File: src/rtl/axis_meta_rr_arbiter.sv
// Round-robin arbiter merging N_REQ metadata streams onto one registered output beat.
// Define AXIS_META_RR_ARBITER_STATS_EN to add per-requester handshake counters (grant_cnt, stats_clr).
module axis_meta_rr_arbiter #(
    parameter int WIDTH = 32,
    parameter int N_REQ = 4
) (
    input  logic                       aclk,
    input  logic                       aresetn,
    input  logic [N_REQ-1:0]           s_meta_valid,
    output logic [N_REQ-1:0]           s_meta_ready,
    input  logic [N_REQ*WIDTH-1:0]     s_meta_data,
    output logic                       m_meta_valid,
    input  logic                       m_meta_ready,
    output logic [WIDTH-1:0]           m_meta_data,
    output logic [$clog2(N_REQ)-1:0]   m_meta_src
`ifdef AXIS_META_RR_ARBITER_STATS_EN
    ,
    input  logic                       stats_clr,
    output logic [N_REQ*32-1:0]        grant_cnt
`endif
);

    localparam int SRC_W = $clog2(N_REQ);

    logic                 out_valid_q, out_valid_d;
    logic [WIDTH-1:0]     out_data_q,  out_data_d;
    logic [SRC_W-1:0]     out_src_q,   out_src_d;
    logic [SRC_W-1:0]     last_q,      last_d;

    logic                 load;
    logic                 any_valid;
    logic [SRC_W-1:0]     grant_idx;
    logic [SRC_W:0]       cand;
    logic [N_REQ-1:0]     grant;
    logic [WIDTH-1:0]     req_data [N_REQ];

    // The output register may take a new beat when empty or being drained this cycle.
    assign load = !out_valid_q || m_meta_ready;

    // Scan from the slot after the last grant, wrapping, so the last winner is tried last.
    always_comb begin
        any_valid = 1'b0;
        grant_idx = '0;
        cand      = '0;
        for (int k = 1; k <= N_REQ; k++) begin
            cand = {1'b0, last_q} + (SRC_W+1)'(k);
            if (cand >= (SRC_W+1)'(N_REQ)) begin
                cand = cand - (SRC_W+1)'(N_REQ);
            end
            if (!any_valid && s_meta_valid[cand[SRC_W-1:0]]) begin
                any_valid = 1'b1;
                grant_idx = cand[SRC_W-1:0];
            end
        end
    end

    for (genvar gi = 0; gi < N_REQ; gi++) begin : g_req
        assign req_data[gi]     = s_meta_data[gi*WIDTH +: WIDTH];
        assign grant[gi]        = any_valid && (grant_idx == SRC_W'(gi));
        assign s_meta_ready[gi] = load && grant[gi];
    end

    always_comb begin
        out_valid_d = out_valid_q;
        out_data_d  = out_data_q;
        out_src_d   = out_src_q;
        last_d      = last_q;
        if (load) begin
            out_valid_d = any_valid;
            if (any_valid) begin
                out_data_d = req_data[grant_idx];
                out_src_d  = grant_idx;
                last_d     = grant_idx;
            end
        end
    end

    always_ff @(posedge aclk or negedge aresetn) begin
        if (!aresetn) begin
            out_valid_q <= 1'b0;
            out_data_q  <= '0;
            out_src_q   <= '0;
            last_q      <= SRC_W'(N_REQ-1);
        end else begin
            out_valid_q <= out_valid_d;
            out_data_q  <= out_data_d;
            out_src_q   <= out_src_d;
            last_q      <= last_d;
        end
    end

    assign m_meta_valid = out_valid_q;
    assign m_meta_data  = out_data_q;
    assign m_meta_src   = out_src_q;

`ifdef AXIS_META_RR_ARBITER_STATS_EN
    for (genvar gi = 0; gi < N_REQ; gi++) begin : g_cnt
        logic [31:0] cnt_q, cnt_d;

        // A clear in the same cycle as a handshake leaves the counter at zero.
        always_comb begin
            cnt_d = cnt_q;
            if (stats_clr) begin
                cnt_d = '0;
            end else if (s_meta_valid[gi] && s_meta_ready[gi]) begin
                cnt_d = cnt_q + 32'd1;
            end
        end

        always_ff @(posedge aclk or negedge aresetn) begin
            if (!aresetn) begin
                cnt_q <= '0;
            end else begin
                cnt_q <= cnt_d;
            end
        end

        assign grant_cnt[gi*32 +: 32] = cnt_q;
    end
`endif

    a_ready_onehot: assert property (@(posedge aclk) disable iff (!aresetn)
        $onehot0(s_meta_ready));

    a_out_stable: assert property (@(posedge aclk) disable iff (!aresetn)
        (m_meta_valid && !m_meta_ready) |=>
            (m_meta_valid && $stable(m_meta_data) && $stable(m_meta_src)));

endmodule

File: config.mk
export PLATFORM = sky130hd
export DESIGN_NAME = axis_meta_rr_arbiter
export DESIGN_NICKNAME = d
export VERILOG_FILES = /design/src/rtl/axis_meta_rr_arbiter.sv
export SDC_FILE = /design/constraint.sdc
export NUM_CORES = 1
export LEC_CHECK = 0
export ABC_CLOCK_PERIOD_IN_PS = 2300
export CAP_MARGIN = 20
export CORE_MARGIN = 2
export CORE_UTILIZATION = 38
export CTS_CLUSTER_SIZE = 25
export DETAILED_ROUTE_END_ITERATION = 8
export GPL_ROUTABILITY_DRIVEN = 1
export PLACE_DENSITY = 0.82
export SLEW_MARGIN = 30
export SYNTH_ARGS = -nofsm -noshare
export SYNTH_HDL_FRONTEND = slang
export SYNTH_SLANG_ARGS = --single-unit
File: constraint.sdc
create_clock -name aclk -period 2.3 [get_ports aclk]
set_input_delay 0.23 -clock aclk [delete_from_list [all_inputs] [get_ports aclk]]
set_output_delay 0.23 -clock aclk [all_outputs]
set_load 0.05 [all_outputs]
==> results.yml <==
floorplan:
  chipHeight_um: 90.7
  core.rowCount: 31
  die_w_um: 90.7
  die-area_sq_um: 8230
  core_area_sq_um: 7250
  start_util_pct: 39.4
  io_pins: 174
pwr:
  p_switching_mw: 1.72
  intPower_mw: 2.05
  netSwitchingFraction_pct: 45.6
  power_frac_clock_pct: 12.7
  power_mw: 3.77
  seq_power_share_pct: 25.5
  power_leakage_nw: 2.00
  ir_drop_uv: 444
  p_per_area_nw_per_um2: 776
  combPwrFrac_pct: 61.8
place:
  port_buffers: 173
  dpl-instance-area_sq_um: 4750
  place_inst: 556
  place.gp.congestion: 0.839
  dp_hpwl_mm: 7.98
clocking:
  clkTransAtPathRegs_ns: 0.07
  clk_latency_ns: 0.28
  ctsLongestPathBuffers: 2
  cts_buffers: 5
  htreeDepth: 2
  post_cts_buffers: 0
  cts_sinks: 37
  cts_tree: "done"
  root_buffer: "clkbuf_8"
cells_and_area:
  stdcell_count: 565
  final_area_sq_um: 4860
  diodes: 0
  nets: 600
  nFillCells: 601
  syn2layout_area_growth_pct: 70.1
  layout-drive-gt1-share_pct: 19.7
yosys:
  synth_edf_count: 0
  yosysTopAreaCellShare_pct: 30.6
  synth_cells: 297
  synth_area_per_cell_sq_um: 9.62
  yosysSeqAreaShare_pct: 32.5
  yosysMostFrequentCell: "dfrtp_1"
  synth_warnings: 0
  synth.distinct_cells: 27
  yosys.area.top_type: "dfrtp_1"
  synth_common_cells: "dfrtp_1, nand2_1"
  yosys-top-cells-area: "dfrtp_1, a21bo_2, mux2i_1"
  syn_area_sq_um: 2860
  synth.net_count: 432
  yosys_most_used_dff: "dfrtp_1"
  ys_ff_latch: 37
  async_flop_share_pct: 100
route:
  vias: 3166
  routed_wl_mm: 10.8
  via_per_inst: 5.60
  detail_route.iter0.violations: 148
  dr.pass1.iters: 4
  antenna_left: 0
  drc: 0
  wl_per_cell_um: 19.2
global_route:
  grt_pass1_vias: 3460
  grt_pass1_wl_mm: 17.6
  grtUsageTotal_pct: 26.6
  grt_max_degree: 38
  grt.overflow.total: 0
  antenna_found_initial: 0
critical_path:
  cp_slowest_cell: "dfstp_2"
  critPathArrivalTime_ns: 1.97
  cp_top_family: "flip-flops"
  crit_type: "reg2out"
  worstPathCellList: "nand2b_1 -> o22ai_1 -> a211oi_4 -> nor2b_2 -> buf_12"
  cp_num_buf_inv: 1
  crit_path_max_fanout: 5
  required_ns: 2.07
  max_stage_delay_ns: 0.55
  startpoint_type: "flip-flop"
  crit_path_end_kind: "primary output"
timing:
  fmax_mhz: 454
  hold_viol_final: 0
  setup_viol: 0
  post-route-period-util_pct: 95.8
  clock_skew_ns: 0.00460
  fin_crit_ns: 2.20
  rsz0062_at_grt: "false"
  relSlewSlack_pct: 62.4
  worst_slew_pin_slew_ns: 0.562
  drv_slew: 0
  hold_ws_ns: 0.462
  tns_ns: 0
outcome:
  status: "complete, no violations"
worst_hold_path:
  hold_class: "in2async"
flow_run:
  cap_violations: 0
per-layer routing:
layer,wire length [um],up-vias,track usage [%]
met5,0,-,0
li1,-,1473,-
met4,201,0,7.82
met2,5580,141,48.1
met3,770,16,6.43
met1,4300,1536,30.8
worst reg2reg max path, cell delays in order, from the launching register on:
cell	delay (ns)
dfstp_2	0.55
nand2b_1	0.22
o22ai_1	0.18
a211oi_4	0.34
buf_4	0.28
a21bo_2	0.25
o211ai_1	0.10
per-stage QoR:
step / util (%) / setup WS [ns]
5_1_grt: 67.0 / 0.0109
3_5_place_dp: 65.5 / 0.0700
3_3_place_gp: 65.5 / 0.148
2_1_floorplan: - / 0.102
6_report: 67.0 / 0.0972
4_1_cts: 66.8 / 0.0550
layout by cell type (no fill, tap or decap), drive strengths merged:
master         synthesis  routed
nand2                 33      33
dlygate4sd3            0       1
dfrtp                 35      35
nor3                   1       1
and2                   1       1
o31ai                 32      32
a21o                   4       4
nor2                   7       7
a21bo                 32      32
o211ai                32      32
o22ai                  1       1
nand4                 32      32
clkdlybuf4s50          0     168
clkbuf                21       8
a21oi                  3       3
or2                    1       1
o21a                   2       2
o21ai                  2       2
dfstp                  2       2
a211oi                 1       1
nand2b                 3       3
nor4                   2       2
nor2b                  4       4
mux2i                 32      32
buf                   14      27
state kept, by name, summed over array words and instances (netlist names):
signal and flops:
m_meta_data 32, m_meta_src 2, last_q 2, m_meta_valid 1
kinds of logic after synthesis:
group | Yosys count | synth area share (%)
buffers and inverters | 35 | 6.92
AO/OA/AOI/OAI | 109 | 34.2
flip-flops | 37 | 32.5
AND/OR/NAND/NOR | 84 | 15.2
multiplexers | 32 | 11.2
path summary, 6_finish.rpt:
path                                start         endpoint  slack [ns]  depth (start not counted)
min                               aresetn  m_meta_data[31]        0.46                          2
max                             last_q[0]  s_meta_ready[3]         0.1                          5
max reg2reg                     last_q[0]  m_meta_data[22]        0.31                          6
max in group asynchronous         aresetn        last_q[1]        1.46                          2
min in group aclk          m_meta_data[6]   m_meta_data[6]        0.49                          2
min reg2reg                m_meta_data[6]   m_meta_data[6]        0.49                          2
layout make-up:
| cell class | count | area, sq um | share of cell area, % |
|---|---|---|---|
| sequential | 37 | 928 | 19.1 |
| timing repair buffer | 196 | 1950 | 40.1 |
| tap | 99 | 124 | 2.55 |
| clock buffer | 8 | 90.1 | 1.85 |
| multi-input combinational | 225 | 1770 | 36.4 |
what timing repair did:
action / 4_1_cts / 5_1_grt
gates resized for setup: 0 / 1
hold endpoints to repair: 0 / 35
hold buffers: 0 / 1
setup endpoints to repair: 0 / 1
power groups by stage:
stage                     combinational [mW]  sequential (mW)  clock, mW
after global routing                    2.45            0.984      0.518
after CTS                               2.33            0.964      0.493
after global placement                  2.28            0.964          0
final                                   2.33            0.962      0.479
after floorplan                        0.844             1.58          0
after detailed placement                2.33            0.971          0
No activity file was read; power rests on OpenSTA's default activity.
